==> src/rtl/eth_fcs_insert.sv <==
// Avalon-ST Ethernet FCS inserter: forwards frames and appends the IEEE 802.3 CRC-32.
// Define ETH_PAD_EN to zero-pad frames shorter than MIN_FRAME_BYTES before the FCS.
module eth_fcs_insert #(
    parameter int MIN_FRAME_BYTES = 60
) (
    input  logic        clk,
    input  logic        rst,
    input  logic [31:0] in_data,
    input  logic        in_startofpacket,
    input  logic        in_endofpacket,
    input  logic        in_valid,
    input  logic [1:0]  in_empty,
    output logic        in_ready,
    output logic [31:0] out_data,
    output logic        out_startofpacket,
    output logic        out_endofpacket,
    output logic [1:0]  out_empty,
    output logic        out_valid,
    input  logic        out_ready,
    output logic [15:0] frame_count
);

`ifdef ETH_PAD_EN
    localparam bit PAD_EN = 1'b1;
`else
    localparam bit PAD_EN = 1'b0;
`endif

    typedef enum logic [1:0] {S_IDLE, S_PASS, S_PAD, S_FCS} state_t;

    // Reflected CRC-32, one byte, LSB first.
    function automatic logic [31:0] crc_byte(input logic [31:0] c, input logic [7:0] b);
        logic [31:0] r;
        r = c ^ {24'h0, b};
        for (int i = 0; i < 8; i++) r = r[0] ? ((r >> 1) ^ 32'hEDB8_8320) : (r >> 1);
        return r;
    endfunction

    function automatic logic [31:0] crc_word(input logic [31:0] c, input logic [31:0] w,
                                             input logic [2:0] n);
        logic [31:0] r;
        r = c;
        for (int i = 0; i < 4; i++)
            if (i < int'(n)) r = crc_byte(r, w[31-8*i -: 8]);
        return r;
    endfunction

    function automatic logic [31:0] keep_bytes(input logic [31:0] w, input logic [2:0] n);
        logic [31:0] r;
        r = '0;
        for (int i = 0; i < 4; i++)
            if (i < int'(n)) r[31-8*i -: 8] = w[31-8*i -: 8];
        return r;
    endfunction

    // Fill lanes n..3 with the leading FCS bytes (fcs[7:0] goes out first).
    function automatic logic [31:0] merge_fcs(input logic [31:0] w, input logic [2:0] n,
                                              input logic [31:0] f);
        logic [31:0] r;
        r = w;
        for (int i = 0; i < 4; i++)
            if (i >= int'(n)) r[31-8*i -: 8] = f[8*(i-int'(n)) +: 8];
        return r;
    endfunction

    function automatic logic [31:0] fcs_beat(input logic [31:0] f, input logic [2:0] rem);
        logic [31:0] r;
        r = '0;
        for (int i = 0; i < 4; i++)
            if (i < int'(rem)) r[31-8*i -: 8] = f[8*(4-int'(rem)+i) +: 8];
        return r;
    endfunction

    function automatic logic [10:0] sat_add(input logic [10:0] c, input logic [2:0] n);
        logic [11:0] s;
        s = {1'b0, c} + {9'h0, n};
        return s[11] ? 11'h7FF : s[10:0];
    endfunction

    state_t      state_q, state_d;
    logic [31:0] crc_q, crc_d;
    logic [10:0] cnt_q, cnt_d;
    logic [2:0]  fcs_rem_q, fcs_rem_d;
    logic [31:0] out_data_q, out_data_d;
    logic        out_sop_q, out_sop_d, out_eop_q, out_eop_d, out_valid_q, out_valid_d;
    logic [1:0]  out_empty_q, out_empty_d;
    logic [15:0] frame_count_q, frame_count_d;

    logic        slot_free, take;
    logic [2:0]  d_bytes, avail, pad_bytes, n_bytes;
    logic [31:0] word, base_crc, crc_n;
    logic [10:0] base_cnt, cnt_dat, cnt_n;
    int          gap;

    always_comb begin
        slot_free = !out_valid_q || out_ready;
        in_ready  = !rst && slot_free && (state_q == S_IDLE || state_q == S_PASS);
        take      = in_valid && in_ready && (state_q == S_PASS || in_startofpacket);
        base_crc  = (state_q == S_IDLE) ? 32'hFFFF_FFFF : crc_q;
        base_cnt  = (state_q == S_IDLE) ? 11'h0 : cnt_q;

        state_d       = state_q;
        crc_d         = crc_q;
        cnt_d         = cnt_q;
        fcs_rem_d     = fcs_rem_q;
        out_data_d    = out_data_q;
        out_sop_d     = out_sop_q;
        out_eop_d     = out_eop_q;
        out_empty_d   = out_empty_q;
        out_valid_d   = out_valid_q && !out_ready;
        frame_count_d = frame_count_q;
        if (out_valid_q && out_ready && out_eop_q) frame_count_d = frame_count_q + 16'h1;

        d_bytes   = 3'd4;
        avail     = 3'd0;
        pad_bytes = 3'd0;
        n_bytes   = 3'd0;
        word      = '0;
        crc_n     = crc_q;
        cnt_dat   = cnt_q;
        cnt_n     = cnt_q;
        gap       = 0;

        case (state_q)
            S_IDLE, S_PASS: begin
                if (take) begin
                    d_bytes = in_endofpacket ? (3'd4 - {1'b0, in_empty}) : 3'd4;
                    avail   = 3'd4 - d_bytes;
                    cnt_dat = sat_add(base_cnt, d_bytes);
                    // Padding starts in the spare lanes of the eop beat itself.
                    if (PAD_EN && in_endofpacket && int'(cnt_dat) < MIN_FRAME_BYTES) begin
                        gap       = MIN_FRAME_BYTES - int'(cnt_dat);
                        pad_bytes = (gap > int'(avail)) ? avail : 3'(gap);
                    end
                    n_bytes     = d_bytes + pad_bytes;
                    word        = keep_bytes(in_data, d_bytes);
                    crc_n       = crc_word(base_crc, word, n_bytes);
                    cnt_n       = sat_add(base_cnt, n_bytes);
                    crc_d       = crc_n;
                    cnt_d       = cnt_n;
                    out_valid_d = 1'b1;
                    out_sop_d   = (state_q == S_IDLE);
                    out_eop_d   = 1'b0;
                    out_empty_d = 2'd0;
                    out_data_d  = word;
                    if (!in_endofpacket) begin
                        state_d = S_PASS;
                    end else if (PAD_EN && int'(cnt_n) < MIN_FRAME_BYTES) begin
                        state_d = S_PAD;
                    end else begin
                        out_data_d = merge_fcs(word, n_bytes, ~crc_n);
                        fcs_rem_d  = n_bytes;
                        state_d    = S_FCS;
                    end
                end
            end
            S_PAD: begin
                if (slot_free) begin
                    gap         = MIN_FRAME_BYTES - int'(cnt_q);
                    n_bytes     = (gap > 4) ? 3'd4 : 3'(gap);
                    crc_n       = crc_word(crc_q, 32'h0, n_bytes);
                    cnt_n       = sat_add(cnt_q, n_bytes);
                    crc_d       = crc_n;
                    cnt_d       = cnt_n;
                    out_valid_d = 1'b1;
                    out_sop_d   = 1'b0;
                    out_eop_d   = 1'b0;
                    out_empty_d = 2'd0;
                    out_data_d  = 32'h0;
                    if (int'(cnt_n) >= MIN_FRAME_BYTES) begin
                        out_data_d = merge_fcs(32'h0, n_bytes, ~crc_n);
                        fcs_rem_d  = n_bytes;
                        state_d    = S_FCS;
                    end
                end
            end
            S_FCS: begin
                if (slot_free) begin
                    out_valid_d = 1'b1;
                    out_sop_d   = 1'b0;
                    out_eop_d   = 1'b1;
                    out_empty_d = 2'(3'd4 - fcs_rem_q);
                    out_data_d  = fcs_beat(~crc_q, fcs_rem_q);
                    crc_d       = 32'hFFFF_FFFF;
                    cnt_d       = 11'h0;
                    state_d     = S_IDLE;
                end
            end
            default: state_d = S_IDLE;
        endcase
    end

    always_ff @(posedge clk) begin
        if (rst) begin
            state_q       <= S_IDLE;
            crc_q         <= 32'hFFFF_FFFF;
            cnt_q         <= 11'h0;
            fcs_rem_q     <= 3'd0;
            out_data_q    <= 32'h0;
            out_sop_q     <= 1'b0;
            out_eop_q     <= 1'b0;
            out_empty_q   <= 2'd0;
            out_valid_q   <= 1'b0;
            frame_count_q <= 16'h0;
        end else begin
            state_q       <= state_d;
            crc_q         <= crc_d;
            cnt_q         <= cnt_d;
            fcs_rem_q     <= fcs_rem_d;
            out_data_q    <= out_data_d;
            out_sop_q     <= out_sop_d;
            out_eop_q     <= out_eop_d;
            out_empty_q   <= out_empty_d;
            out_valid_q   <= out_valid_d;
            frame_count_q <= frame_count_d;
        end
    end

    assign out_data          = out_data_q;
    assign out_startofpacket = out_sop_q;
    assign out_endofpacket   = out_eop_q;
    assign out_empty         = out_empty_q;
    assign out_valid         = out_valid_q;
    assign frame_count       = frame_count_q;

endmodule
==> config.mk <==
export PLATFORM = sky130hd
export DESIGN_NAME = eth_fcs_insert
export DESIGN_NICKNAME = d
export VERILOG_FILES = /design/src/rtl/eth_fcs_insert.sv
export SDC_FILE = /design/constraint.sdc
export NUM_CORES = 1
export LEC_CHECK = 0
export CAP_MARGIN = 25
export CORE_UTILIZATION = 64
export DETAILED_ROUTE_END_ITERATION = 8
export PLACE_DENSITY = 0.84
export SETUP_SLACK_MARGIN = 0.5
export SLEW_MARGIN = 25
export SYNTH_ARGS = -nofsm -noshare
export SYNTH_HDL_FRONTEND = slang
export SYNTH_SLANG_ARGS = --single-unit
==> constraint.sdc <==
create_clock -name clk -period 27.2 [get_ports clk]
set_clock_uncertainty 0.2 [all_clocks]
set_input_delay 4.08 -clock clk [delete_from_list [all_inputs] [get_ports clk]]
set_output_delay 4.08 -clock clk [all_outputs]
set_load 0.03 [all_outputs]
==> impl_results.md <==
* DP Wirelength at 64010 um
* Initial Util at 65.69%
* Fin util at 69.56%
* Path type of the worst setup path: in2reg
* WL per Instance at 27.57 um
* FF+latch count, synth at 101
* Ys async rst share at 0%
* Largest net degree at the start of global routing at 89
* Placed inst area at 21860 sq um
* Final setup fails at 0
* Reg clk slew, reported paths at 0.08 ns
* Seq/Total Area, Yosys at 9.654%
* R2R depth at 27
* GRT Total Usage at 49.88%
* Critical path capture point type: register
* Vias per cell at 7.217
* IO buf count at 93
* Worst-path fanout max at 69
* Synth cell types at 126
* CTS max path bufs at 2
* RSZ-0062 raised after global routing: false
* Core area at 31880 sq um
* Final Worst Setup Slack at 14.04 ns
* Vias in the first global route at 20470
* Outcome: finished clean
* Worst-margin pin slew at 1.291 ns
* Die width at 182.9 um
* RR Endpoint: out_data[11]
* Final GP Congestion at 1.084
* Post-CTS Resized at 0
* Die area at 33450 sq um
* Data arrival, critical path at 13.20 ns
* # fillers at 2673
* Setup_tns at 0 ns
* Clk sinks at 101
* Detailed Routing Iterations Pass 1 at 6
* Via count at 22240
* Dpl ws at 13.99 ns
* Final Critical Period at 13.16 ns
* Mapped Area at 20940 sq um
* Max-Cap Viols at 0
* Fin crit share at 48.39%
* Clock latency on the worst-skew pair at 0.38 ns
* H-Tree Depth at 3
* Maximum clock frequency at 75.97 MHz
* Most frequent cells in the layout: xnor2_1, nand2_1, nor2_1
* Yosys warns at 0
* Die H at 182.9 um
* CTS tree: built
* Worst Setup Start Kind: input pin
* WL final at 84930 um
* Nets at 2708
* HP Class: reg2reg
* Cts bufs inserted at 9
* Reg2reg start: cnt_q[0]
* Share of cells above drive strength 1 at 8.437%
* Post-route cell area at 22180 sq um
* DR iter-0 viols at 3767
* Most common cell after layout, fill and taps aside: xnor2_1
* Hold Crit Start: out_startofpacket
* Post-Syn Instances at 2717
* Initial antenna violation count at 2
* FP Rows at 65
* EDFF count, synth at 0
* Post-CTS setup buffer count at 0
* Clk root buf: clkbuf_16
* First-pass GRT wire length at 125900 um
* Fin. Hold Viols at 0
* # IOs at 94
* Post-Syn Nets at 2787
* Top FF cell, synth: dfxtp_1
* Final Slew Violations at 0
* WP data required at 27.24 ns
* Synth Area per Inst at 7.708 sq um
* Area delta synth->final at 5.885%
* Routed Antenna Nets at 0
* WHS Path Cells at 2
* GR Overflow Total at 0
* Cts hold-fix bufs at 0
* DRC viols at 0
* Slew headroom at 13.03%
* Hold Path Sink: out_startofpacket
* Worst reg-to-reg setup slack at 16.54 ns
[registers in the layout (all words and copies together) (netlist names)]
name,cells
state_q,2
cnt_q,11
out_data,32
frame_count,16
out_endofpacket,1
crc_q,32
out_valid,1
out_startofpacket,1
fcs_rem_q,3
out_empty,2
[routing by layer]
metal  GRT usage, %  part of all wire, %  vias to the layer above
li1               -                    -                     9647
met2          75.73                   43                     1808
met4          34.13                  8.2                        0
met1          62.43                   36                    10370
met5         0.2963                    0                        -
met3          12.27                   13                      417
[worst max path at each step]
stage,slack [ns],startpoint,cells after the start,end
global placement,14.16,in_empty[0],24,out_data[17]
global route,13.84,in_empty[0],24,out_data[9]
CTS,14.34,in_empty[0],24,out_data[17]
detailed placement,13.99,in_empty[0],24,out_data[17]
floorplan,15.38,in_empty[0],29,crc_q[25]
finish,14.04,in_empty[0],24,out_data[17]
[synth_stat cells (all sizes together), types with 10 or more instances]
| cell | number | area share (%) |
|---|---|---|
| or2 | 21 | 0.63 |
| o22ai | 24 | 0.78 |
| a211oi | 52 | 1.9 |
| nor2 | 260 | 4.7 |
| ha | 29 | 1.7 |
| o31ai | 11 | 0.48 |
| dfxtp | 101 | 9.7 |
| mux4 | 10 | 1.1 |
| xor2 | 125 | 5.9 |
| nor4 | 21 | 0.87 |
| xor3 | 12 | 1.4 |
| o211a | 11 | 0.53 |
| buf | 62 | 1.5 |
| nand3 | 60 | 1.4 |
| mux2i | 138 | 6.9 |
| nor2b | 29 | 0.87 |
| xnor2 | 314 | 14 |
| xnor3 | 80 | 8.6 |
| a22oi | 14 | 0.53 |
| clkbuf | 166 | 3.0 |
| o21a | 26 | 0.93 |
| o221ai | 29 | 1.2 |
| and2 | 22 | 0.66 |
| a31oi | 22 | 0.66 |
| nand2b | 20 | 0.68 |
| nor3 | 55 | 1.3 |
| or3 | 23 | 0.69 |
| mux2 | 23 | 1.3 |
| o211ai | 53 | 1.9 |
| a211o | 14 | 0.59 |
| nand4 | 18 | 0.57 |
| o2111ai | 13 | 0.66 |
| o21ai | 208 | 5.0 |
| a21oi | 176 | 4.2 |
| a221oi | 11 | 0.46 |
| nand2 | 265 | 4.7 |
| and3 | 17 | 0.51 |
| inv | 35 | 0.63 |
[metrics by stage]
| step | instances | hold WS, ns |
|---|---|---|
| final | 3081 | 0.2812 |
| after global placement | 3062 | 0.2486 |
| after detailed placement | 3062 | 0.2752 |
| after global routing | 3078 | 0.3173 |
| after CTS | 3078 | 0.2858 |
| after floorplan | 2717 | 0.3244 |
[worst max-delay path, cell delays in order]
cell,delay [ns]
clkdlybuf4s50_1,0.81
inv_1,0.18
ha_1,0.38
nand2_1,0.10
ha_1,0.23
ha_2,0.19
buf_4,0.33
nor2b_1,0.58
xor2_2,0.38
xor2_2,0.43
mux2_2,0.42
nor4b_4,0.41
xnor2_2,0.26
xnor3_1,0.46
o21ai_2,0.29
xor2_2,0.70
xnor3_1,0.42
mux2i_4,0.12
xnor2_1,0.84
xnor2_1,0.14
o21ai_0,0.85
a211o_1,0.25
o211a_1,0.18
o221ai_1,0.11
[layout make-up]
type	count	area, sq um	area share, %
Antenna cell	3	7.507	0.03385
Clock buffer	9	225.2	1.016
Clock inverter	7	86.33	0.3893
Inverter	38	142.6	0.6432
Multi-Input combinational cell	2350	17880	80.64
Sequential cell	101	2023	9.123
Tap cell	435	544.3	2.454
Timing Repair Buffer	138	1264	5.698
[cells by family (layout without fill, tap and decap cells)]
group | after synthesis | count (layout) | synth area share [%]
compound gates | 768 | 768 | 24.79
fa+ha+maj | 30 | 30 | 1.828
other cells | 0 | 3 | 0
mux | 171 | 171 | 9.218
buf+inv | 266 | 192 | 5.132
flops | 101 | 101 | 9.654
xor+xnor | 531 | 531 | 29.92
simple gates | 850 | 850 | 19.46
Power is left out: the tool's default activity adds up to more than one toggle a clock period on the data nets, which glitch-free logic cannot reach.
